==> config.mk <==
export PLATFORM = sky130hd
export DESIGN_NAME = m68k_bus_master
export DESIGN_NICKNAME = d
export VERILOG_FILES = /design/src/rtl/m68k_bus_master.sv
export SDC_FILE = /design/constraint.sdc
export NUM_CORES = 1
export LEC_CHECK = 0
export ABC_AREA = 0
export CORE_MARGIN = 5
export CORE_UTILIZATION = 46
export CTS_BUF_LIST = sky130_fd_sc_hd__clkbuf_4
export CTS_CLUSTER_SIZE = 16
export DETAILED_ROUTE_END_ITERATION = 8
export PLACE_DENSITY_LB_ADDON = 0.2
export SKIP_LAST_GASP = 1
export SYNTH_ARGS = -nofsm -noshare
export SYNTH_HDL_FRONTEND = slang
export SYNTH_SLANG_ARGS = --single-unit
==> constraint.sdc <==
create_clock -name CLK -period 3.8 [get_ports CLK]
set_clock_uncertainty 0.2 [all_clocks]
set_input_delay 0.57 -clock CLK [delete_from_list [all_inputs] [get_ports CLK]]
set_output_delay 0.57 -clock CLK [all_outputs]
set_load 0.01 [all_outputs]
==> src/rtl/m68k_bus_master.sv <==
// Second bus master for the Mackerel 68000-style asynchronous bus: turns a
// valid/ready request into one ADDR/AS/UDS/LDS cycle terminated by DTACK, BERR or a timeout.
module m68k_bus_master #(
    parameter int ADDR_W      = 23,
    parameter int SYNC_STAGES = 2,
    parameter int TIMEOUT     = 255
) (
    input  logic              CLK,
    input  logic              RST,
    input  logic              req_valid,
    output logic              req_ready,
    input  logic              req_rw,
    input  logic [ADDR_W-1:0] req_addr,
    input  logic [1:0]        req_be,
    input  logic [15:0]       req_wdata,
    output logic              resp_valid,
    output logic              resp_err,
    output logic [15:0]       resp_rdata,
    output logic [ADDR_W-1:0] ADDR,
    output logic              RW,
    output logic              AS,
    output logic              UDS,
    output logic              LDS,
    output logic [15:0]       DATA_OUT,
    output logic              DATA_OE,
    input  logic [15:0]       DATA_IN,
    input  logic              DTACK,
    input  logic              BERR
);

    typedef enum logic [2:0] {
        ST_IDLE,
        ST_ADDR,
        ST_STROBE,
        ST_WAIT,
        ST_LATCH,
        ST_RECOVER
    } state_t;

    localparam logic [7:0] TIMER_LAST = 8'(TIMEOUT - 1);

    state_t               state_reg;
    logic [7:0]           timer_reg;
    logic                 rw_reg;
    logic [1:0]           be_reg;
    logic [ADDR_W-1:0]    addr_reg;
    logic [15:0]          wdata_reg;
    logic                 err_reg;

    logic [SYNC_STAGES-1:0] dtack_sync_reg;
    logic [SYNC_STAGES-1:0] berr_sync_reg;
    logic                   dtack_s;
    logic                   berr_s;

    // Responder handshakes are asynchronous; presetting to 1 keeps a reset
    // from looking like an acknowledge.
    genvar gi;
    generate
        for (gi = 0; gi < SYNC_STAGES; gi++) begin : g_sync
            if (gi == 0) begin : g_first
                always_ff @(posedge CLK or posedge RST) begin
                    if (RST) begin
                        dtack_sync_reg[gi] <= 1'b1;
                        berr_sync_reg[gi]  <= 1'b1;
                    end else begin
                        dtack_sync_reg[gi] <= DTACK;
                        berr_sync_reg[gi]  <= BERR;
                    end
                end
            end else begin : g_next
                always_ff @(posedge CLK or posedge RST) begin
                    if (RST) begin
                        dtack_sync_reg[gi] <= 1'b1;
                        berr_sync_reg[gi]  <= 1'b1;
                    end else begin
                        dtack_sync_reg[gi] <= dtack_sync_reg[gi-1];
                        berr_sync_reg[gi]  <= berr_sync_reg[gi-1];
                    end
                end
            end
        end
    endgenerate

    assign dtack_s = dtack_sync_reg[SYNC_STAGES-1];
    assign berr_s  = berr_sync_reg[SYNC_STAGES-1];

    always_ff @(posedge CLK or posedge RST) begin
        if (RST) begin
            state_reg  <= ST_IDLE;
            timer_reg  <= 8'd0;
            rw_reg     <= 1'b1;
            be_reg     <= 2'b00;
            addr_reg   <= '0;
            wdata_reg  <= 16'd0;
            err_reg    <= 1'b0;
            req_ready  <= 1'b1;
            resp_valid <= 1'b0;
            resp_err   <= 1'b0;
            resp_rdata <= 16'd0;
            ADDR       <= '0;
            RW         <= 1'b1;
            AS         <= 1'b1;
            UDS        <= 1'b1;
            LDS        <= 1'b1;
            DATA_OUT   <= 16'd0;
            DATA_OE    <= 1'b0;
        end else begin
            resp_valid <= 1'b0;
            resp_err   <= 1'b0;

            case (state_reg)
                ST_IDLE: begin
                    if (req_valid && req_ready) begin
                        if (req_be == 2'b00) begin
                            // Nothing to strobe: reject without touching the bus.
                            resp_valid <= 1'b1;
                            resp_err   <= 1'b1;
                        end else begin
                            rw_reg    <= req_rw;
                            be_reg    <= req_be;
                            addr_reg  <= req_addr;
                            wdata_reg <= req_wdata;
                            req_ready <= 1'b0;
                            state_reg <= ST_ADDR;
                        end
                    end
                end

                ST_ADDR: begin
                    ADDR <= addr_reg;
                    RW   <= rw_reg;
                    if (!rw_reg) begin
                        DATA_OUT <= wdata_reg;
                        DATA_OE  <= 1'b1;
                    end
                    state_reg <= ST_STROBE;
                end

                ST_STROBE: begin
                    AS        <= 1'b0;
                    UDS       <= ~be_reg[1];
                    LDS       <= ~be_reg[0];
                    timer_reg <= 8'd0;
                    state_reg <= ST_WAIT;
                end

                ST_WAIT: begin
                    if (!berr_s) begin
                        err_reg   <= 1'b1;
                        state_reg <= ST_LATCH;
                    end else if (!dtack_s) begin
                        err_reg   <= 1'b0;
                        state_reg <= ST_LATCH;
                    end else if (timer_reg == TIMER_LAST) begin
                        err_reg   <= 1'b1;
                        state_reg <= ST_LATCH;
                    end else begin
                        timer_reg <= timer_reg + 8'd1;
                    end
                end

                ST_LATCH: begin
                    if (rw_reg && !err_reg) begin
                        resp_rdata <= DATA_IN;
                    end
                    AS         <= 1'b1;
                    UDS        <= 1'b1;
                    LDS        <= 1'b1;
                    resp_valid <= 1'b1;
                    resp_err   <= err_reg;
                    timer_reg  <= 8'd0;
                    state_reg  <= ST_RECOVER;
                end

                ST_RECOVER: begin
                    // Write data stays driven one cycle past strobe negation.
                    DATA_OE <= 1'b0;
                    RW      <= 1'b1;
                    if (dtack_s && berr_s) begin
                        req_ready <= 1'b1;
                        timer_reg <= 8'd0;
                        state_reg <= ST_IDLE;
                    end else if (timer_reg == TIMER_LAST) begin
                        req_ready <= 1'b1;
                        timer_reg <= 8'd0;
                        state_reg <= ST_IDLE;
                    end else begin
                        timer_reg <= timer_reg + 8'd1;
                    end
                end

                default: begin
                    state_reg <= ST_IDLE;
                    req_ready <= 1'b1;
                end
            endcase
        end
    end

endmodule

==> flow_summary.ini, run 1 <==
[layout]
stdcell_count = 614
drive_gt1_share_pct = 32.6
antenna_cells = 0
areaGrowthSynthToFinish_pct = 32.9
nets = 530

[sta]
setup_viol = 0
holdWs_ns = 0.169
drv_slew = 0
period_minus_slack_ns = 2.64
tightest_slew_ns = 0.908
max_freq_mhz = 379
setup_tns_ns = 0
finalHoldViolations = 0
fin_crit_sh_pct = 69.4
rsz0062_at_grt = false
max-slew-margin-rel_pct = 39.5

[placed_design]
placed_cells = 582
hpwl_um = 7080
port_buffers = 125
gp_congestion = 0.793

[power_and_ir_drop]
switching_power_w = 0.00155
clockPowerShare_pct = 17.5
intPower_w = 0.00336
switching_share_pct = 31.6
pwr-share-comb_pct = 37.4
p_per_area_nw_per_um2 = 748
pwr-share-seq_pct = 45.1
power_w = 0.00491
ir_drop_uv = 384
p_leak_nw = 2.84

[floorplan]
io_pins = 126
core_area_sq_um = 10400
initial_utilization_pct = 47.4
dieArea_sq_um = 12900
die_h_um = 114
dieWidth_um = 114
rows = 37

[run_status]
status = completed

[synth]
synth_seq_area_share_pct = 61.6
ys_seq_elements = 121
synth_warnings = 0
ys.flop_type = dfrtp_1
synth_edf_count = 0
synth_area_per_cell_sq_um = 15.0
syn_nets = 395
ys_types = 42
syn_area_sq_um = 4940
syn_inst = 330
async_flop_share_pct = 100

[worst_setup_path]
crit_type = reg -> reg
crit_fanout = 18
worst_path_max_delay_cell = dfrtp_1
worstPathRequired_ns = 3.98
worstSetupEndpointType = register
regToRegStartpoint = state_reg[2]$_DFFE_PP0P_
worst_setup_path_endpoint = resp_rdata[9]$_DFFE_PP0P_
r2r_setup_slack_ns = 1.16
timing.rr.end = resp_rdata[9]$_DFFE_PP0P_
cp.arrival_ns = 2.82
cpPeakStageDelay_ns = 0.81
crit_path_start_kind = register
worstPathCellList = nor2b_4 -> and3_1 -> mux2_2
rr_worst_depth = 3
critPathLaunch = state_reg[2]$_DFFE_PP0P_

[clock_tree]
clockBufferDepth = 2
cts_num_sinks = 121
cts_root_buf = clkbuf_4
clkLatencyLatePin_ns = 0.51
cts.clk_slew.worst_paths_ns = 0.12
postCtsHoldBufs = 0
postCtsSetupRepairBufs = 0
cts_tree = built
htree_num_levels = 4
cts_buffers = 17
cts_resized = 0

[grt]
grt_pass1_vias = 3454
antenna_found_initial = 0
grt_util_all_layers_pct = 16.5
grt_pass1_wl_um = 17000
grt_max_degree = 47
grt.overflow.total = 0

[routing]
routed-via-count = 3096
first_iter_violations = 93
drc = 0
routed_wl_um = 9950
wire_per_inst_um = 16.2
ant_nets = 0
drtPass1Iterations = 5
via_per_inst = 5.04

[flow_run]
drv_cap = 0

[worst_hold_path]
hold_path.class = reg -> reg
-- area by class of cell --
type | count | area (sq um)
Timing Repair Buffer | 130 | 1310
Multi-Input combinational cell | 189 | 1740
Inverter | 6 | 26.3
Clock buffer | 17 | 128
Tap cell | 136 | 170
Clock inverter | 15 | 141
Sequential cell | 121 | 3040
Fill cell | 835 | 3850
-- through the flow --
step | area [sq um] | worst slack, ns | util, %
2_1_floorplan | 4940 | 1.55 | -
3_3_place_gp | 6290 | 0.924 | 60.4
3_5_place_dp | 6290 | 0.880 | 60.4
4_1_cts | 6560 | 1.14 | 63.0
5_1_grt | 6560 | 1.02 | 63.0
6_report | 6560 | 1.16 | 63.0
-- worst max-delay path, delay by kind of cell, from the launching register on --
family / cells / cell delay [ns]
flip-flops: 1 / 0.81
multiplexers: 1 / 0.41
AND/OR/NAND/NOR: 2 / 1.08
-- power by group through the flow --
| stage | clock, W | sequential, W | combinational (W) |
|---|---|---|---|
| after detailed placement | 0 | 0.00224 | 0.00187 |
| after floorplan | 0 | 0.00226 | 0.00100 |
| after CTS | 0.000890 | 0.00222 | 0.00187 |
| final | 0.000859 | 0.00221 | 0.00184 |
| after global placement | 0 | 0.00222 | 0.00182 |
| after global routing | 0.000954 | 0.00230 | 0.00199 |
-- how the worst min path moves through the flow --
stage | start | to | slack (ns) | depth (start not counted)
after floorplan | berr_sync_reg[0]$_DFF_PP1_ | berr_s$_DFF_PP1_ | 0.15 | 0
after global placement | dtack_sync_reg[0]$_DFF_PP1_ | dtack_s$_DFF_PP1_ | 0.15 | 0
final | berr_sync_reg[0]$_DFF_PP1_ | berr_s$_DFF_PP1_ | 0.17 | 0
after global routing | berr_sync_reg[0]$_DFF_PP1_ | berr_s$_DFF_PP1_ | 0.18 | 0
after detailed placement | berr_sync_reg[0]$_DFF_PP1_ | berr_s$_DFF_PP1_ | 0.15 | 0
after CTS | berr_sync_reg[0]$_DFF_PP1_ | berr_s$_DFF_PP1_ | 0.17 | 0
-- kinds of logic (layout without fill, tap and decap cells) --
kind of cell | Yosys count | in the layout | share of synthesized area [%]
AND/OR/NAND/NOR | 40 | 40 | 5.04
multiplexers | 102 | 102 | 23.9
AO/OA/AOI/OAI | 45 | 45 | 5.78
adder cells (fa/ha/maj) | 2 | 2 | 0.507
flip-flops | 121 | 121 | 61.6
buffers and inverters | 20 | 168 | 3.22
-- layout by cell type, fill, tap and decap left out, types with 10 or more instances in the layout --
cell	netlist	final
dfrtp_1	111	111
mux2_2	88	88
dfstp_2	10	10
mux2_4	10	10
o21ai_0	10	10
nor2_1	11	10
clkbuf_4	0	17
clkdlybuf4s50_1	0	125
a21oi_1	15	15
-- Yosys cell counts (2+ instances only) --
library cell | instances | area (sq um)
dfstp_2 | 10 | 263
nor2_1 | 11 | 41.3
a21o_1 | 3 | 22.5
buf_4 | 3 | 22.5
o21bai_1 | 4 | 30.0
o21ai_0 | 10 | 50.1
mux2_4 | 10 | 150
nand3_1 | 6 | 30.0
inv_1 | 6 | 22.5
nor3_1 | 3 | 15.0
nor2b_1 | 2 | 12.5
and3_1 | 2 | 12.5
mux2_2 | 88 | 991
mux2i_1 | 4 | 40.0
a31oi_1 | 2 | 12.5
buf_6 | 8 | 90.1
ha_1 | 2 | 25.0
nand2_1 | 5 | 18.8
a21oi_1 | 15 | 75.1
o22a_1 | 2 | 17.5
dfrtp_1 | 111 | 2780
o211ai_2 | 2 | 25.0
o21ai_1 | 2 | 10.0
-- per-layer routing --
| layer | part of all wire (%) | vias up | track usage, % | routed length, um |
|---|---|---|---|---|
| li1 | - | 1452 | - | - |
| met1 | 43 | 1540 | 21.1 | 4290 |
| met2 | 49 | 96 | 26.7 | 4920 |
| met3 | 6.6 | 8 | 5.41 | 661 |
| met4 | 0.82 | 0 | 4.81 | 82 |
| met5 | 0 | - | 0 | 0 |
Power figures use the tool's default switching activity.
==> run 2, diff against run 1 <==
clock period = 2.7 ns   (was 3.8 ns; I/O delays follow)
==> flow_summary.ini, run 2 (synthesized netlist as in run 1, its figures left out) <==
[sta]
fin_crit_sh_pct = 82.6
rsz0062_at_grt = false
setup_tns_ns = 0
drv_slew = 0
setup_viol = 0
period_minus_slack_ns = 2.23
tightest_slew_ns = 0.642
finalHoldViolations = 0
max-slew-margin-rel_pct = 57.0
max_freq_mhz = 448

[clock_tree]
cts_resized = 0
clockBufferDepth = 2
cts_buffers = 17
cts_tree = built
postCtsHoldBufs = 0
clkLatencyLatePin_ns = 0.49
postCtsSetupRepairBufs = 0
htree_num_levels = 4
cts.clk_slew.worst_paths_ns = 0.09
cts_root_buf = clkbuf_4
cts_num_sinks = 121

[grt]
grt_max_degree = 38
gr-usage-met2_pct = 26.9
antenna_found_initial = 0
gr-usage-met3_pct = 6.42
grt_pass1_vias = 3396
grt_util_all_layers_pct = 16.4
busiest_layer = met2
grt_pass1_wl_um = 16600
grtUsageMet1_pct = 19.9
grt.overflow.total = 0

[floorplan]
rows = 37
io_pins = 126
core_area_sq_um = 10400
dieArea_sq_um = 12900
die_h_um = 114
dieWidth_um = 114
initial_utilization_pct = 47.4

[worst_setup_path]
worstSetupEndpointType = output port
cp.arrival_ns = 1.62
worstPathCellList = clkdlybuf4s50_1
critPathTopFamily = flip-flops
crit_fanout = 5
worstPathRequired_ns = 2.10
cpPeakStageDelay_ns = 0.58
crit_type = reg -> out
worst_path_max_delay_cell = dfstp_2
critPathBufInv = 1
crit_path_start_kind = register

[routing]
first_iter_violations = 103
drc = 0
routed-via-count = 3092
via_per_inst = 5.00
drtPass1Iterations = 4
routed_wl_um = 10000
ant_nets = 0
wire_per_inst_um = 16.2

[layout]
layout_common_cells = 125 x clkdlybuf4s50_1, 111 x dfrtp_1, 88 x mux2_2
seq_area_sq_um = 3040
drive_gt1_share_pct = 32.6
stdcell_count = 618
fin_area_sq_um = 6630
nets = 534
final_util_pct = 63.7
layout_commonest_cell = clkdlybuf4s50_1
areaGrowthSynthToFinish_pct = 34.3
multi_input_area_sq_um = 1740
fillerInstances = 801
antenna_cells = 0

[placed_design]
place_area_sq_um = 6350
hpwl_um = 7220
port_buffers = 125
gp_congestion = 0.765
placed_cells = 586

[flow_run]
drv_cap = 0

[power_and_ir_drop]
ir_drop_uv = 495
p_per_area_nw_per_um2 = 1060
p_leak_nw = 2.89

[run_status]
status = completed

[worst_hold_path]
hold_path.class = in -> reg
[run 2: area by class of cell]
cell class / count / share of cell area (%)
clock buffers: 20 / 2.26
flip-flops and latches: 121 / 45.8
well taps: 136 / 2.57
clock inverters: 12 / 2.02
repair buffers: 134 / 20.6
multi-input cells: 189 / 26.3
inverters: 6 / 0.396
[run 2: per-stage QoR]
stage	hold WS [ns]	worst slack [ns]	total power, W
2_1_floorplan	0.145	0.620	0.00459
3_3_place_gp	0.146	0.422	0.00571
3_5_place_dp	0.147	0.358	0.00581
4_1_cts	0.0754	0.411	0.00711
5_1_grt	0.0660	0.381	0.00747
6_report	0.119	0.470	0.00700
[run 2: layer usage]
layer	vias up	part of all wire, %	wire, um
met5	-	0	0
met4	0	1.1	115
met3	12	7.7	774
met2	92	49	4960
met1	1530	42	4180
li1	1458	-	-
[run 2: where the power goes]
| group | internal (W) | switching, W | leakage, nW |
|---|---|---|---|
| clock | 0.000657 | 0.000621 | 0.160 |
| combinational | 0.00166 | 0.000982 | 1.21 |
| sequential | 0.00261 | 0.000471 | 1.52 |
[run 2: worst paths after layout]
| check | start | endpoint | slack, ns | cells past startpoint |
|---|---|---|---|---|
| worst max register to register | state_reg[1]$_DFFE_PP0P_ | wdata_reg[0]$_DFFE_PP0P_ | 0.61 | 5 |
| min in group asynchronous | RST | ADDR[12]$_DFFE_PP0P_ | 0.14 | 2 |
| worst min-delay path | BERR | berr_sync_reg[0]$_DFF_PP1_ | 0.12 | 1 |
| max in group asynchronous | RST | UDS$_DFFE_PP1P_ | 1.48 | 3 |
| worst max-delay path | req_ready$_DFFE_PP1P_ | req_ready | 0.47 | 1 |
| worst min register to register | dtack_sync_reg[0]$_DFF_PP1_ | dtack_s$_DFF_PP1_ | 0.16 | 0 |
